**src/rtl/jtag_host_shifter.sv**
```systemverilog
// jtag_host_shifter: JTAG initiator that walks an external TAP through
// IR/DR scans and returns the TDO bits captured while in Shift.
module jtag_host_shifter #(
    parameter int MAX_BITS = 32,
    parameter int LEN_W    = 6,
    parameter int TCK_DIV  = 2
) (
    input  logic                clk,
    input  logic                reset,
    input  logic                cmd_valid,
    output logic                cmd_ready,
    input  logic                cmd_tlr,
    input  logic                cmd_ir,
    input  logic [LEN_W-1:0]    cmd_len,
    input  logic [MAX_BITS-1:0] cmd_tdi,
    output logic                rsp_valid,
    input  logic                rsp_ready,
    output logic [MAX_BITS-1:0] rsp_tdo,
    output logic                tck,
    output logic                tms,
    output logic                tdi,
    input  logic                tdo
);
    localparam int BIT_W = (MAX_BITS > 1) ? $clog2(MAX_BITS) : 1;
    localparam int CNT_W = (TCK_DIV > 1) ? $clog2(TCK_DIV) : 1;
    localparam logic [CNT_W-1:0] CNT_LAST = CNT_W'(TCK_DIV - 1);

    typedef enum logic [2:0] {
        S_INIT_TLR, S_IDLE, S_TLR, S_HDR, S_SHIFT, S_TRL, S_RSP
    } state_t;

    state_t              state_q;
    logic [CNT_W-1:0]    cnt_q;
    logic [2:0]          cell_q;
    logic [BIT_W-1:0]    bit_q;
    logic [BIT_W-1:0]    last_q;
    logic                ir_q;
    logic [MAX_BITS-1:0] data_q;
    logic [MAX_BITS-1:0] tdo_q;
    logic                tck_q;
    logic                tms_q;
    logic                tdi_q;
    logic                ready_q;
    logic                valid_q;

    logic [LEN_W-1:0]    len_d;
    logic                in_cell_d;
    logic                rise_d;
    logic                fall_d;
    logic [2:0]          hdr_last_d;

    always_comb begin
        len_d      = (cmd_len > LEN_W'(MAX_BITS)) ? LEN_W'(MAX_BITS) : cmd_len;
        in_cell_d  = state_q inside {S_INIT_TLR, S_TLR, S_HDR, S_SHIFT, S_TRL};
        rise_d     = in_cell_d && (cnt_q == CNT_LAST) && !tck_q;
        fall_d     = in_cell_d && (cnt_q == CNT_LAST) && tck_q;
        hdr_last_d = ir_q ? 3'd3 : 3'd2;
    end

    always_ff @(posedge clk or posedge reset) begin
        if (reset) begin
            state_q <= S_INIT_TLR;
            cnt_q   <= '0;
            cell_q  <= '0;
            bit_q   <= '0;
            last_q  <= '0;
            ir_q    <= 1'b0;
            data_q  <= '0;
            tdo_q   <= '0;
            tck_q   <= 1'b0;
            tms_q   <= 1'b1;
            tdi_q   <= 1'b0;
            ready_q <= 1'b0;
            valid_q <= 1'b0;
        end else begin
            if (in_cell_d)
                cnt_q <= (cnt_q == CNT_LAST) ? '0 : cnt_q + CNT_W'(1);
            if (rise_d) begin
                tck_q <= 1'b1;
                if (state_q == S_SHIFT)
                    tdo_q[bit_q] <= tdo;
            end
            if (fall_d)
                tck_q <= 1'b0;

            // Cell transitions happen on the falling edge: the start of the
            // next cell's low phase is where tms/tdi may change.
            unique case (state_q)
                S_INIT_TLR, S_TLR: if (fall_d) begin
                    tms_q <= (cell_q < 3'd4);
                    if (cell_q == 3'd5) begin
                        cell_q <= '0;
                        if (state_q == S_INIT_TLR) begin
                            state_q <= S_IDLE;
                            ready_q <= 1'b1;
                        end else begin
                            state_q <= S_RSP;
                            valid_q <= 1'b1;
                        end
                    end else begin
                        cell_q <= cell_q + 3'd1;
                    end
                end
                S_IDLE: if (cmd_valid && ready_q) begin
                    ready_q <= 1'b0;
                    ir_q    <= cmd_ir;
                    data_q  <= cmd_tdi;
                    tdo_q   <= '0;
                    cell_q  <= '0;
                    cnt_q   <= '0;
                    bit_q   <= '0;
                    last_q  <= BIT_W'(len_d - LEN_W'(1));
                    tdi_q   <= 1'b0;
                    if (cmd_tlr) begin
                        state_q <= S_TLR;
                        tms_q   <= 1'b1;
                    end else if (len_d == '0) begin
                        state_q <= S_RSP;
                        valid_q <= 1'b1;
                    end else begin
                        state_q <= S_HDR;
                        tms_q   <= 1'b1;
                    end
                end
                S_HDR: if (fall_d) begin
                    if (cell_q == hdr_last_d) begin
                        state_q <= S_SHIFT;
                        cell_q  <= '0;
                        tms_q   <= (last_q == '0);
                        tdi_q   <= data_q[0];
                    end else begin
                        cell_q  <= cell_q + 3'd1;
                        tms_q   <= ir_q && (cell_q == 3'd0);
                    end
                end
                S_SHIFT: if (fall_d) begin
                    if (bit_q == last_q) begin
                        state_q <= S_TRL;
                        tms_q   <= 1'b1;
                        tdi_q   <= 1'b0;
                    end else begin
                        bit_q   <= bit_q + BIT_W'(1);
                        tms_q   <= ((bit_q + BIT_W'(1)) == last_q);
                        tdi_q   <= data_q[1];
                        data_q  <= data_q >> 1;
                    end
                end
                S_TRL: if (fall_d) begin
                    if (cell_q == 3'd1) begin
                        state_q <= S_RSP;
                        cell_q  <= '0;
                        valid_q <= 1'b1;
                    end else begin
                        cell_q  <= cell_q + 3'd1;
                        tms_q   <= 1'b0;
                    end
                end
                S_RSP: if (rsp_ready) begin
                    valid_q <= 1'b0;
                    ready_q <= 1'b1;
                    state_q <= S_IDLE;
                end
                default: ;
            endcase
        end
    end

    assign cmd_ready = ready_q;
    assign rsp_valid = valid_q;
    assign rsp_tdo   = tdo_q;
    assign tck       = tck_q;
    assign tms       = tms_q;
    assign tdi       = tdi_q;

endmodule

```
**config.mk**
```make
export PLATFORM = sky130hd
export DESIGN_NAME = jtag_host_shifter
export DESIGN_NICKNAME = d
export VERILOG_FILES = /design/src/rtl/jtag_host_shifter.sv
export SDC_FILE = /design/constraint.sdc
export NUM_CORES = 1
export LEC_CHECK = 0
export CAP_MARGIN = 0
export CORE_ASPECT_RATIO = 0.75
export CORE_MARGIN = 3
export CORE_UTILIZATION = 53
export CTS_CLUSTER_DIAMETER = 120
export DETAILED_ROUTE_END_ITERATION = 8
export GPL_ROUTABILITY_DRIVEN = 0
export PLACE_DENSITY_LB_ADDON = 0.15
export SYNTH_ARGS = -nofsm -noshare
export SYNTH_HDL_FRONTEND = slang
export SYNTH_SLANG_ARGS = --single-unit
```
**constraint.sdc**
```tcl
create_clock -name clk -period 4.4 [get_ports clk]
set_clock_uncertainty 0.2 [all_clocks]
set_input_delay 0.88 -clock clk [delete_from_list [all_inputs] [get_ports clk]]
set_output_delay 0.88 -clock clk [all_outputs]
set_load 0.02 [all_outputs]
```
# [Word-level counts from Yosys, hierarchy flattened]
# Index checks and enable logic that the tools add are counted.
[word_totals] elab_cells=155 latch_bits=0 ram_bits=0 rom_bits=0 ff_bits=87 out_inout_bits=37 inputBits=45 n_memories=0
[op_classes] n_shift=0 eq_ne=28 addsub=4 reduce_logical=29 n_mul=0 mux=77 bitwise=0 n_div=0 n_lt_le_gt_ge=4
[ops] cell="two-way mux 32 bit" count=7
[ops] cell="one-hot mux 32 bit (2 select lines)" count=1
[ops] cell="two-way mux 3 bit" count=20
[ops] cell="two-way mux 1 bit" count=36
[ops] cell="bitwise mux 32 bit" count=1
[ops] cell="inequality test 2 bit, second input constant" count=13
[ops] cell="one-hot mux 3 bit (6 select lines)" count=1
[ops] cell="two-way mux 5 bit" count=3
[ops] cell="== test 3 bit, second input constant" count=4
[ops] cell="one-hot mux 3 bit (4 select lines)" count=1
[ops] cell="AND reduction 11 bit" count=1
[ops] cell="== test 5 bit" count=2
[ops] cell="one-hot mux 5 bit (2 select lines)" count=1
[ops] cell="AND reduction 10 bit" count=1
[ops] cell="AND reduction 5 bit" count=2
[ops] cell="nonzero test 5 bit" count=2
[ops] cell="AND reduction 8 bit" count=1
[ops] cell="nonzero test 4 bit" count=2
[ops] cell="== test 3 x 1 -> 1 bit, second input constant" count=2
[ops] cell="== test 3 x 2 -> 1 bit, second input constant" count=2
[ops] cell="greater-than comparator 6 bit, second input constant" count=1
[ops] cell="logical AND 1 bit" count=6
[ops] cell="zero test 3 bit" count=2
[ops] cell="zero test 6 bit" count=1
[ops] cell="24 further kinds" count=29

# [Longest topological paths before layout]
[logic_depth] ltp_word=9 ltp_mapped=10 depth_no_buf=8

# [Worst setup path after synthesis]
# No wires, ideal clock.
[synth_timing] path_kind="reg2reg" from="register state_q[2]" to="register state_q[0]" arrival_time_ns=2.097 path_buffers=1 path_stages_with_launch=10 setup_slack_ns=1.975 required_ns=4.072 path_cell_list="dfrtp_1 -> buf_2 -> and2_1 -> nor2_1 -> ha_1 -> nand2_1 -> o21ai_0 -> a21oi_1 -> nor3_1 -> mux2_1"
[synth_between] elab_chain_cells=6 elab_cells_between_ends=27 cone_classes="16 x eq/ne; 4 x mux; 7 x reduce/logical"
[synth_rtl] item="from (decl)" line_no="32" text="state_t state_q;"
[synth_rtl] item="from (signal assigned)" line_no="62" text="state_q <= S_INIT_TLR;"
[synth_rtl] item="from (signal assigned)" line_no="94" text="state_q <= S_IDLE;"
[synth_rtl] item="from (signal assigned)" line_no="97" text="state_q <= S_RSP;"
[synth_rtl] item="== test 3 x 2 -> 1 bit (tied with other cells)" line_no="54, 88"
[synth_rtl] item="nonzero test 5 bit" line_no="54" text="in_cell_d = state_q inside {S_INIT_TLR, S_TLR, S_HDR, S_SHIFT, S_TRL};"
[synth_rtl] item="logical AND 1 bit (2 in a row)" line_no="56" text="fall_d = in_cell_d && (cnt_q == CNT_LAST) && tck_q;"
[synth_rtl] item="inequality test 2 bit (no line)"
[synth_rtl] item="AND reduction 11 bit (no line)"
# Parallel ways exist; a longest one is shown, timed or not. The select of a mux whose other input is x is not followed.
# A chain may end at the register's enable or synchronous reset.

# [Worst setup path in the final report]
# Ends and elaborated chain as after synthesis.

==> flow_summary_export.csv <==
group,metric,value,unit
timing,fmax,0.3220,GHz
cts,cts-root-buf,"clkbuf_16",
grt,grt_start_max_net_pins,50,
cells_and_area,antenna_cells,0,
setup_path,critPathLaunchType,"flip-flop",
setup_path,cp_max_fo,23,
die,die_w,115.1,um
setup_path,reg2reg_slack,1.29,ns
worst_hold_path,min_path_type,"flip-flop to flip-flop",
routing,drt_pass1_iterations,5,
timing,tightest_slew,1.091,ns
timing,grt_setup_unrepaired,"false",
pwr,power_density,667.6,mW/mm2
cells_and_area,area_growth_syn_to_layout,24.21,%
flow_run,max_cap_violations,0,
logic_synthesis,yosysWarnings,0,
die,core,0.008563,mm2
timing,final-setup-viol-count,0,
routing,vias,4109,
pwr,vdd_ir_drop_max,234.8,uV
setup_path,worst_setup_path_end_kind,"flip-flop",
logic_synthesis,syn_inst,533,
place,portBuffers,81,
logic_synthesis,synth_top_area_share,0.4545,
logic_synthesis,ys_seq_elements,87,
timing,finalMaxSlewViolations,0,
timing,slew_headroom,0.2706,
cts,clkTransAtPathRegs,0.07,ns
cts,clk_path_buf_depth,2,
logic_synthesis,synth_edf_count,0,
logic_synthesis,seq_area_frac_synth,0.4601,
cts,numCtsBuffers,9,
logic_synthesis,synth-main-ff-cell,"dfrtp_1",
setup_path,worstPathRequired,4.41,ns
die,floorplan.initialDensity,0.5529,
timing,tns,0,ns
cells_and_area,multiInputGateArea,0.002350,mm2
cells_and_area,register_area,0.002178,mm2
routing,wl_per_cell,15.87,um
logic_synthesis,synthTopCellsByArea,"dfrtp_1 45%, nand2_1 9.4%, mux2i_1 6.1%, a31oi_1 4.5%, nor3_1 3.9%",
logic_synthesis,synth_cell_types,60,
logic_synthesis,synth.avg_cell_area,8.883,um2
die,dieArea,0.01011,mm2
cells_and_area,post-route-util,0.6867,
grt,grt_pass1_wl,19040,um
die,row_count,29,
cells_and_area,drive_above_1_share,0.06167,
die,die_y,87.85,um
setup_path,reg2reg_depth,8,
cts,cts.repair.resized,0,
place,dp_hpwl,7754,um
setup_path,critPathKind,"flip-flop to flip-flop",
setup_path,critPathArrivalTime,3.11,ns
grt,grt_pass1_vias,3924,
logic_synthesis,synth_most_common_cell,"nand2_1",
routing,ant_nets,0,
timing,finalCritPeriodShare,0.7059,
logic_synthesis,synth_fp_nets,588,
cts,clock_sinks,87,
routing,routed_wl,11240,um
logic_synthesis,async_flop_share,1.000,
logic_synthesis,netlist_top_cells_count,"119 x nand2_1, 86 x dfrtp_1, 42 x nor2_1",
setup_path,endpoint,"state_q[0]",
routing,viasPerCell,5.804,
cts,tritoncts,"done",
routing,route.detailed.drc,0,
cts,clk_latency,0.34,ns
pwr,p_leak,2.683,nW
grt,antenna_found_initial,0,
cts,cts_setup_buffers,0,
setup_path,critPathLaunch,"state_q[2]",
grt,grt_overflow,0,
cells_and_area,final_net_count,650,
outcome,status,"completed",
grt,track_usage,0.2331,
cells_and_area,fillers,681,
timing,finalCriticalPeriod,3.106,ns
timing,final_hold_viol_count,0,
die,ios,82,
cts,hold_buffers,0,
routing,drt_iter0_drc,362,
setup_path,r2r_start,"state_q[2]",
setup_path,r2r-end,"state_q[0]",
logic_synthesis,syn_area,0.004735,mm2
cts,htreeDepth,3,
logic_synthesis,yosys.area.top_type,"dfrtp_1",
==> state kept, by name (all words and copies together) (netlist names) <==
signal,flops
cell_q,3
cmd_ready,1
cnt_q,1
rsp_tdo,32
ir_q,1
tck,1
rsp_valid,1
state_q,3
last_q,5
tdi,1
tms,1
bit_q,5
data_q,32
==> cell type report <==
type	instances	share of cell area
repair buffers	88	0.1489
clock inverters	6	0.01064
flip-flops and latches	87	0.3704
clock buffers	10	0.03894
well taps	108	0.02298
multi-input cells	396	0.3996
inverters	13	0.008511
==> cell families (layout without fill, tap and decap cells) <==
family / Yosys count / count (layout) / synth area share
AO/OA/AOI/OAI: 99 / 99 / 0.1414
XOR/XNOR: 12 / 12 / 0.02378
adder cells (fa/ha/maj): 10 / 10 / 0.02643
buffers and inverters: 50 / 117 / 0.04651
flip-flops: 87 / 87 / 0.4601
multiplexers: 31 / 31 / 0.06607
AND/OR/NAND/NOR: 244 / 244 / 0.2357
==> layout by cell type (no fill, tap or decap), types with 3 or more instances in the layout <==
cell,synthesis,routed
and3_1,4,4
buf_4,6,6
mux2i_1,29,29
nor2b_1,3,3
inv_6,0,3
xor2_1,7,7
o22ai_1,4,4
nor2_1,42,42
nand2b_1,6,6
and4b_1,4,4
clkdlybuf4s50_1,0,81
nor3b_1,3,3
inv_1,12,11
a31oi_1,34,34
nand2_1,119,119
dfrtp_1,86,86
a21oi_1,14,14
a22o_1,3,3
o21ai_1,5,5
and2_1,4,4
o31ai_1,4,4
o21ai_0,13,13
nand3_1,9,9
ha_1,10,10
nor3_1,37,37
clkbuf_16,0,9
xnor2_1,4,4
==> worst min-delay path by stage <==
stage | from | end | slack (ns) | cells past startpoint
floorplan | last_q[4] | last_q[4] | 0.29 | 2
global placement | tms | tms | 0.26 | 2
detailed placement | tms | tms | 0.27 | 2
CTS | tms | tms | 0.29 | 2
global route | tms | tms | 0.31 | 2
finish | tms | tms | 0.28 | 2
==> report_power, final <==
group / internal, mW / leakage, nW / total (mW) / switching [mW]
combinational: 0.770 / 1.47 / 1.70 / 0.928
sequential: 1.16 / 1.07 / 1.49 / 0.331
clock: 0.399 / 0.143 / 0.736 / 0.337
total: 2.33 / 2.68 / 3.93 / 1.60
==> routing by layer <==
metal | GRT usage | wire length, um | up-vias
met2 | 0.3592 | 5161 | 128
met4 | 0.05757 | 159 | 0
met5 | 0 | 0 | -
met1 | 0.3410 | 5316 | 1988
li1 | - | - | 1975
met3 | 0.04627 | 601 | 18
==> critical path, cell delays in order, from the launching register on <==
cell	delay, ns
dfrtp_1	0.82
and2_1	0.36
nor2_1	0.07
ha_1	0.28
nand2_1	0.34
o21ai_0	0.16
a21oi_1	0.33
nor3_1	0.10
mux2_1	0.33
==> metrics by stage <==
| step | hold WS [ns] | instance area, um2 | total power [mW] | worst slack (ns) | instances |
|---|---|---|---|---|---|
| final | 0.2820 | 5881 | 3.926 | 1.294 | 708 |
| after global routing | 0.3115 | 5881 | 4.222 | 1.045 | 708 |
| after CTS | 0.2851 | 5881 | 3.941 | 1.332 | 708 |
| after detailed placement | 0.2747 | 5589 | 3.193 | 1.345 | 692 |
| after global placement | 0.2617 | 5589 | 3.125 | 1.428 | 692 |
| after floorplan | 0.2905 | 4735 | 2.599 | 1.071 | 533 |
(Power assumes the default switching activity.)
